--- config.mk ---
export PLATFORM = sky130hd
export DESIGN_NAME = secuenciador_alu
export DESIGN_NICKNAME = d
export VERILOG_FILES = /design/src/rtl/secuenciador_alu_pkg.sv /design/src/rtl/secuenciador_alu_evaluador.sv /design/src/rtl/secuenciador_alu.sv
export SDC_FILE = /design/constraint.sdc
export NUM_CORES = 1
export LEC_CHECK = 0
export ABC_AREA = 0
export ABC_CLOCK_PERIOD_IN_PS = 9130
export CAP_MARGIN = 20
export CORE_MARGIN = 2
export CORE_UTILIZATION = 44
export CTS_BUF_LIST = sky130_fd_sc_hd__clkbuf_4
export DETAILED_ROUTE_END_ITERATION = 7
export GPL_TIMING_DRIVEN = 0
export MAX_ROUTING_LAYER = met4
export PLACE_DENSITY = 0.89
export SLEW_MARGIN = 5
export SYNTH_ARGS = -nofsm -noshare
export SYNTH_HDL_FRONTEND = slang
export SYNTH_SLANG_ARGS = --single-unit
--- constraint.sdc ---
create_clock -name clk -period 9.13 [get_ports clk]
set_input_delay 1.826 -clock clk [delete_from_list [all_inputs] [get_ports clk]]
set_output_delay 1.826 -clock clk [all_outputs]
set_load 0.1 [all_outputs]
--- src/rtl/secuenciador_alu_pkg.sv ---
// Shared definitions for the ALU command sequencer: condition codes,
// FSM states and flag bit positions.
package secuenciador_pkg;

  localparam logic [2:0] COND_AL = 3'd0;
  localparam logic [2:0] COND_EQ = 3'd1;
  localparam logic [2:0] COND_NE = 3'd2;
  localparam logic [2:0] COND_MI = 3'd3;
  localparam logic [2:0] COND_PL = 3'd4;
  localparam logic [2:0] COND_VS = 3'd5;
  localparam logic [2:0] COND_VC = 3'd6;
  localparam logic [2:0] COND_NV = 3'd7;

  localparam int unsigned FLAG_Z = 2;
  localparam int unsigned FLAG_N = 1;
  localparam int unsigned FLAG_V = 0;

  typedef enum logic [1:0] {
    ST_IDLE = 2'd0,
    ST_EXEC = 2'd1,
    ST_RESP = 2'd2
  } state_t;

endpackage

--- src/rtl/secuenciador_alu_evaluador.sv ---
// Combinational condition-code evaluator against stored {Z,N,V} flags;
// kept standalone so a branch unit can reuse it.
module evaluador_condicion
  import secuenciador_pkg::*;
(
  input  logic [2:0] cond,
  input  logic [2:0] flags,
  output logic       pass
);

  always_comb begin
    pass = 1'b0;
    unique case (cond)
      COND_AL: pass = 1'b1;
      COND_EQ: pass = flags[FLAG_Z];
      COND_NE: pass = ~flags[FLAG_Z];
      COND_MI: pass = flags[FLAG_N];
      COND_PL: pass = ~flags[FLAG_N];
      COND_VS: pass = flags[FLAG_V];
      COND_VC: pass = ~flags[FLAG_V];
      COND_NV: pass = 1'b0;
      default: pass = 1'b0;
    endcase
  end

endmodule

--- src/rtl/secuenciador_alu.sv ---
// ALU command sequencer: accepts one predicated command, drives the ALU,
// waits ALU_LAT cycles, captures result/status and returns a response.
module secuenciador_alu
  import secuenciador_pkg::*;
#(
  parameter int unsigned WIDTH   = 32,
  parameter int unsigned OPW     = 4,
  parameter int unsigned ALU_LAT = 1
) (
  input  logic             clk,
  input  logic             rst,
  input  logic             cmd_valid,
  output logic             cmd_ready,
  input  logic [OPW-1:0]   cmd_op,
  input  logic [WIDTH-1:0] cmd_a,
  input  logic [WIDTH-1:0] cmd_b,
  input  logic [2:0]       cmd_cond,
  input  logic             cmd_setf,
  output logic [OPW-1:0]   alu_op,
  output logic [WIDTH-1:0] alu_a,
  output logic [WIDTH-1:0] alu_b,
  input  logic [WIDTH-1:0] alu_s,
  input  logic             alu_zero,
  input  logic             alu_neg,
  input  logic             alu_ovf,
  output logic             rsp_valid,
  input  logic             rsp_ready,
  output logic [WIDTH-1:0] rsp_s,
  output logic             rsp_skip,
  output logic [2:0]       flags,
  output logic             busy
);

  localparam int unsigned CW = $clog2(ALU_LAT + 1);

  state_t         state, state_n;
  logic [CW-1:0]  cnt;
  logic           setf_q;
  logic           cond_pass;
  logic           take_exec;
  logic           take_skip;
  logic           finish;

  evaluador_condicion u_eval (
    .cond  (cmd_cond),
    .flags (flags),
    .pass  (cond_pass)
  );

  always_ff @(posedge clk or posedge rst) begin
    if (rst) state <= ST_IDLE;
    else     state <= state_n;
  end

  always_comb begin
    state_n   = state;
    take_exec = 1'b0;
    take_skip = 1'b0;
    finish    = 1'b0;
    unique case (state)
      ST_IDLE: begin
        if (cmd_valid) begin
          if (cond_pass) begin
            take_exec = 1'b1;
            state_n   = ST_EXEC;
          end else begin
            take_skip = 1'b1;
            state_n   = ST_RESP;
          end
        end
      end
      ST_EXEC: begin
        if (cnt == '0) begin
          finish  = 1'b1;
          state_n = ST_RESP;
        end
      end
      ST_RESP: begin
        if (rsp_ready) state_n = ST_IDLE;
      end
      default: state_n = ST_IDLE;
    endcase
  end

  assign cmd_ready = (state == ST_IDLE);
  assign rsp_valid = (state == ST_RESP);
  assign busy      = (state != ST_IDLE);

  // Counter is loaded with ALU_LAT and the result is taken on the edge
  // after it has reached zero, i.e. ALU_LAT+1 edges after acceptance.
  always_ff @(posedge clk or posedge rst) begin
    if (rst) begin
      alu_op   <= '0;
      alu_a    <= '0;
      alu_b    <= '0;
      setf_q   <= 1'b0;
      cnt      <= '0;
      rsp_s    <= '0;
      rsp_skip <= 1'b0;
      flags    <= '0;
    end else begin
      if (take_exec) begin
        alu_op <= cmd_op;
        alu_a  <= cmd_a;
        alu_b  <= cmd_b;
        setf_q <= cmd_setf;
        cnt    <= CW'(ALU_LAT);
      end
      if (take_skip) begin
        rsp_s    <= '0;
        rsp_skip <= 1'b1;
      end
      if (state == ST_EXEC && !finish) cnt <= cnt - CW'(1);
      if (finish) begin
        rsp_s    <= alu_s;
        rsp_skip <= 1'b0;
        if (setf_q) begin
          flags[FLAG_Z] <= alu_zero;
          flags[FLAG_N] <= alu_neg;
          flags[FLAG_V] <= alu_ovf;
        end
      end
    end
  end

endmodule

==> reports/qor_table.md <==
| Result | Reported |
| --- | --- |
| Run status | finished, final reports clean |
| CTS Hold Bufs | 0 |
| Area overhead of the layout relative to synthesis | 59.5% |
| Mapped Cells | 318 |
| Post-synth top area share | 63.9% |
| Number of port buffers | 217 |
| Largest stage delay on the critical path | 1.19 ns |
| Die Wd | 102 um |
| Setup repair after global routing missed its margin | false |
| Critical Setup Path Class | register to output pin |
| Post-route worst setup slack | 5.01 ns |
| Total CTS buffers | 9 |
| Height of the die | 102 um |
| Most common cell after layout, fill and taps aside | sky130_fd_sc_hd__clkdlybuf4s50_1 |
| Instance count after placement with tap cells included | 665 |
| WL/cell | 15.7 um |
| Path category of the worst min-delay check | register to register |
| Net count after synthesis | 429 |
| Highest net fanout along the worst path | 3 |
| Fraction of layout instances using a drive strength above 1 | 17.8% |
| Critical path depth | 2 |
| Ordered list of cells on the worst path | nor2_1 -> clkdlybuf4s50_1 |
| Initial core utilization | 45.5% |
| Post-synth top area cell | sky130_fd_sc_hd__dfrtp_1 |
| Setup violators final | 0 |
| Number of post-CTS setup repair buffers | 0 |
| Final routed DRC violation total | 0 |
| Actual transition at the worst max-transition pin | 1.01 ns |
| Number of pins with negative max-slew slack in the final report | 0 |
| Utilization after layout | 72.6% |
| Cell Rows | 35 |
| Endpoint of the worst register-to-register path | rsp_s[20] |
| Startpoint kind of the worst setup timing path | register |
| Number of flip-flops and latches in the synthesized netlist | 108 |
| Number of nets with antenna violations after routing | 0 |
| Instance count along the most critical hold path | 1 |
| Max-cap check violation count | 0 |
| Count of cell types in the netlist | 25 |
| Setup TNS | 0 ns |
| HP Start | rsp_skip |
| Placed wire-length estimate | 8.22 mm |
| Data arrival at the endpoint of the critical path | 2.30 ns |
| Post-synthesis instance area | 0.00423 mm2 |
| Largest net degree at the start of global routing | 56 |
| Total die area | 0.0104 mm2 |
| Wire length of the first global-routing pass | 16.8 mm |
| Length in cells of the worst reg-to-reg path | 5 |
| WP buf/inv | 1 |
| Highest-count cells in the layout ignoring fill and taps | sky130_fd_sc_hd__clkdlybuf4s50_1 (217), sky130_fd_sc_hd__dfrtp_1 (108), sky130_fd_sc_hd__mux2_2 (69) |
| Proportion of synthesized chip area in sequential cells | 63.9% |
| Clock-pin slew on the worst setup and hold paths | 0.16 ns |
| Final WL | 10.7 mm |
| Total vias in the final route | 3294 |
| Data required time at the worst endpoint | 7.30 ns |
| Final period util | 45.2% |
| NumNets Final | 658 |
| Overflow left after global routing | 0 |
| Setup slack of the most critical reg-to-reg path | 7.12 ns |
| Area of the placeable core | 0.00928 mm2 |
| Final critical-path required period | 4.12 ns |
| Synthesis warning total | 0 |
| Skew-Pair Late Insertion Delay | 0.43 ns |
| Diode count | 0 |
| Global placement routability congestion | 0.784 |
| Combined global-route utilization of all metal layers | 21.4% |
| Post-route non-filler standard cell count | 679 |
| Count of boundary I/O pins | 218 |
| Slowest cell on the critical path | sky130_fd_sc_hd__clkdlybuf4s50_1 |
| Final worst clock skew | 0.0191 ns |
| Buffer cell driving the clock tree root | sky130_fd_sc_hd__clkbuf_4 |
| Violation count after the first detailed-route iteration | 96 |
| Post-detailed-route via-to-cell ratio | 4.85 |
| Endpoint type of the worst setup path | output pin |
| Hold Path Sink | rsp_skip |
| Maximum frequency from static timing analysis | 0.242 GHz |
| Length of the first detailed-routing pass in iterations | 5 |
| Clock tree from TritonCTS | done |
| Largest cells by area after synthesis | sky130_fd_sc_hd__dfrtp_1 (64%), sky130_fd_sc_hd__mux2_2 (18%), sky130_fd_sc_hd__nand2_1 (5.9%) |
| Clock sink count | 108 |
| Mean instance size in the synthesized netlist | 13.3 um2 |
| Final number of hold-violating endpoints | 0 |
| Number of H-tree levels | 3 |
| Kind of cell adding the most delay to the critical path | buffers and inverters |
| Maximum root-to-sink buffer count | 2 |
| Relative max-transition margin | 32.6% |
| Placement Setup Slack | 5.14 ns |
| Initial antenna violation count | 0 |
| Via count of the first global-routing pass | 3454 |
| Startpoint of the lowest-slack register-to-register path | state[1] |
| Post-CTS sizing | 0 |
area by class of cell:
cell class | count | area [um2]
flip-flops and latches | 108 | 2700
fillers | 655 | 2540
repair buffers | 218 | 2200
multi-input cells | 188 | 1360
well taps | 129 | 161
plain buffers | 18 | 154
clock inverters | 4 | 76.3
clock buffers | 10 | 75.1
inverters | 4 | 17.5
cell usage after synthesis:
cell                         n
sky130_fd_sc_hd__or3b_1      1
sky130_fd_sc_hd__nand2b_1    3
sky130_fd_sc_hd__o221ai_1    1
sky130_fd_sc_hd__nor2_1      2
sky130_fd_sc_hd__mux2_2     69
sky130_fd_sc_hd__nand4b_1    1
sky130_fd_sc_hd__inv_1       4
sky130_fd_sc_hd__clkbuf_2    2
sky130_fd_sc_hd__nor3_1      1
sky130_fd_sc_hd__dfrtp_1   108
sky130_fd_sc_hd__o21bai_1    1
sky130_fd_sc_hd__o21ai_0    32
sky130_fd_sc_hd__nand2_1    66
sky130_fd_sc_hd__a211o_1     1
sky130_fd_sc_hd__buf_8       6
sky130_fd_sc_hd__o22a_1      1
sky130_fd_sc_hd__mux2_1      4
sky130_fd_sc_hd__nor2b_1     1
sky130_fd_sc_hd__clkbuf_1    7
sky130_fd_sc_hd__nand3b_1    1
sky130_fd_sc_hd__a21boi_2    1
sky130_fd_sc_hd__buf_2       1
sky130_fd_sc_hd__buf_6       2
sky130_fd_sc_hd__a21o_1      1
sky130_fd_sc_hd__o21ba_2     1
flip-flops by register name, indices dropped and copies added, names as in the netlist, 2 cells and up:
register	cells
alu_a	32
alu_b	32
alu_op	4
flags	3
rsp_s	32
state	2
logic make-up (layout without fill, tap and decap cells):
| kind of cell | count (synthesis) | after routing | synth area share, % |
|---|---|---|---|
| compound gates | 39 | 39 | 5.27 |
| buf+inv | 22 | 254 | 4.00 |
| simple gates | 76 | 76 | 7.34 |
| flops | 108 | 108 | 63.9 |
| mux | 73 | 73 | 19.4 |
worst register-to-register path, delay by kind of cell, from the launching register on:
family                 cells  cell delay [ns]
buffers and inverters      1             0.33
AOI/OAI and AO/OA          1             0.14
DFF                        1             0.42
and+or+nand+nor            3             1.02
metrics by stage:
| stage | instance area, um2 | hold slack [ns] |
|---|---|---|
| floorplan | 4230 | 0.480 |
| global placement | 6560 | 0.464 |
| detailed placement | 6590 | 0.478 |
| CTS | 6740 | 0.513 |
| global route | 6740 | 0.532 |
| finish | 6740 | 0.504 |
how the worst max path moves through the flow:
stage	from	to	slack, ns
after global routing	state[1]	cmd_ready	4.92
after detailed placement	cmd_cond[2]	rsp_s[17]	5.14
final	state[1]	cmd_ready	5.01
after floorplan	rst	alu_a[0]	4.46
after CTS	state[1]	cmd_ready	4.98
after global placement	rst	alu_a[15]	3.05
routing by layer:
metal	vias to the layer above	GRT usage (%)	wire, um
met1	1595	25.6	4240
met4	0	7.28	188
met5	-	-	0
met2	151	36.1	5460
li1	1531	-	-
met3	17	4.51	789
Power is left out: the tool's default activity adds up to more than one toggle a clock period on the data nets, which glitch-free logic cannot reach.
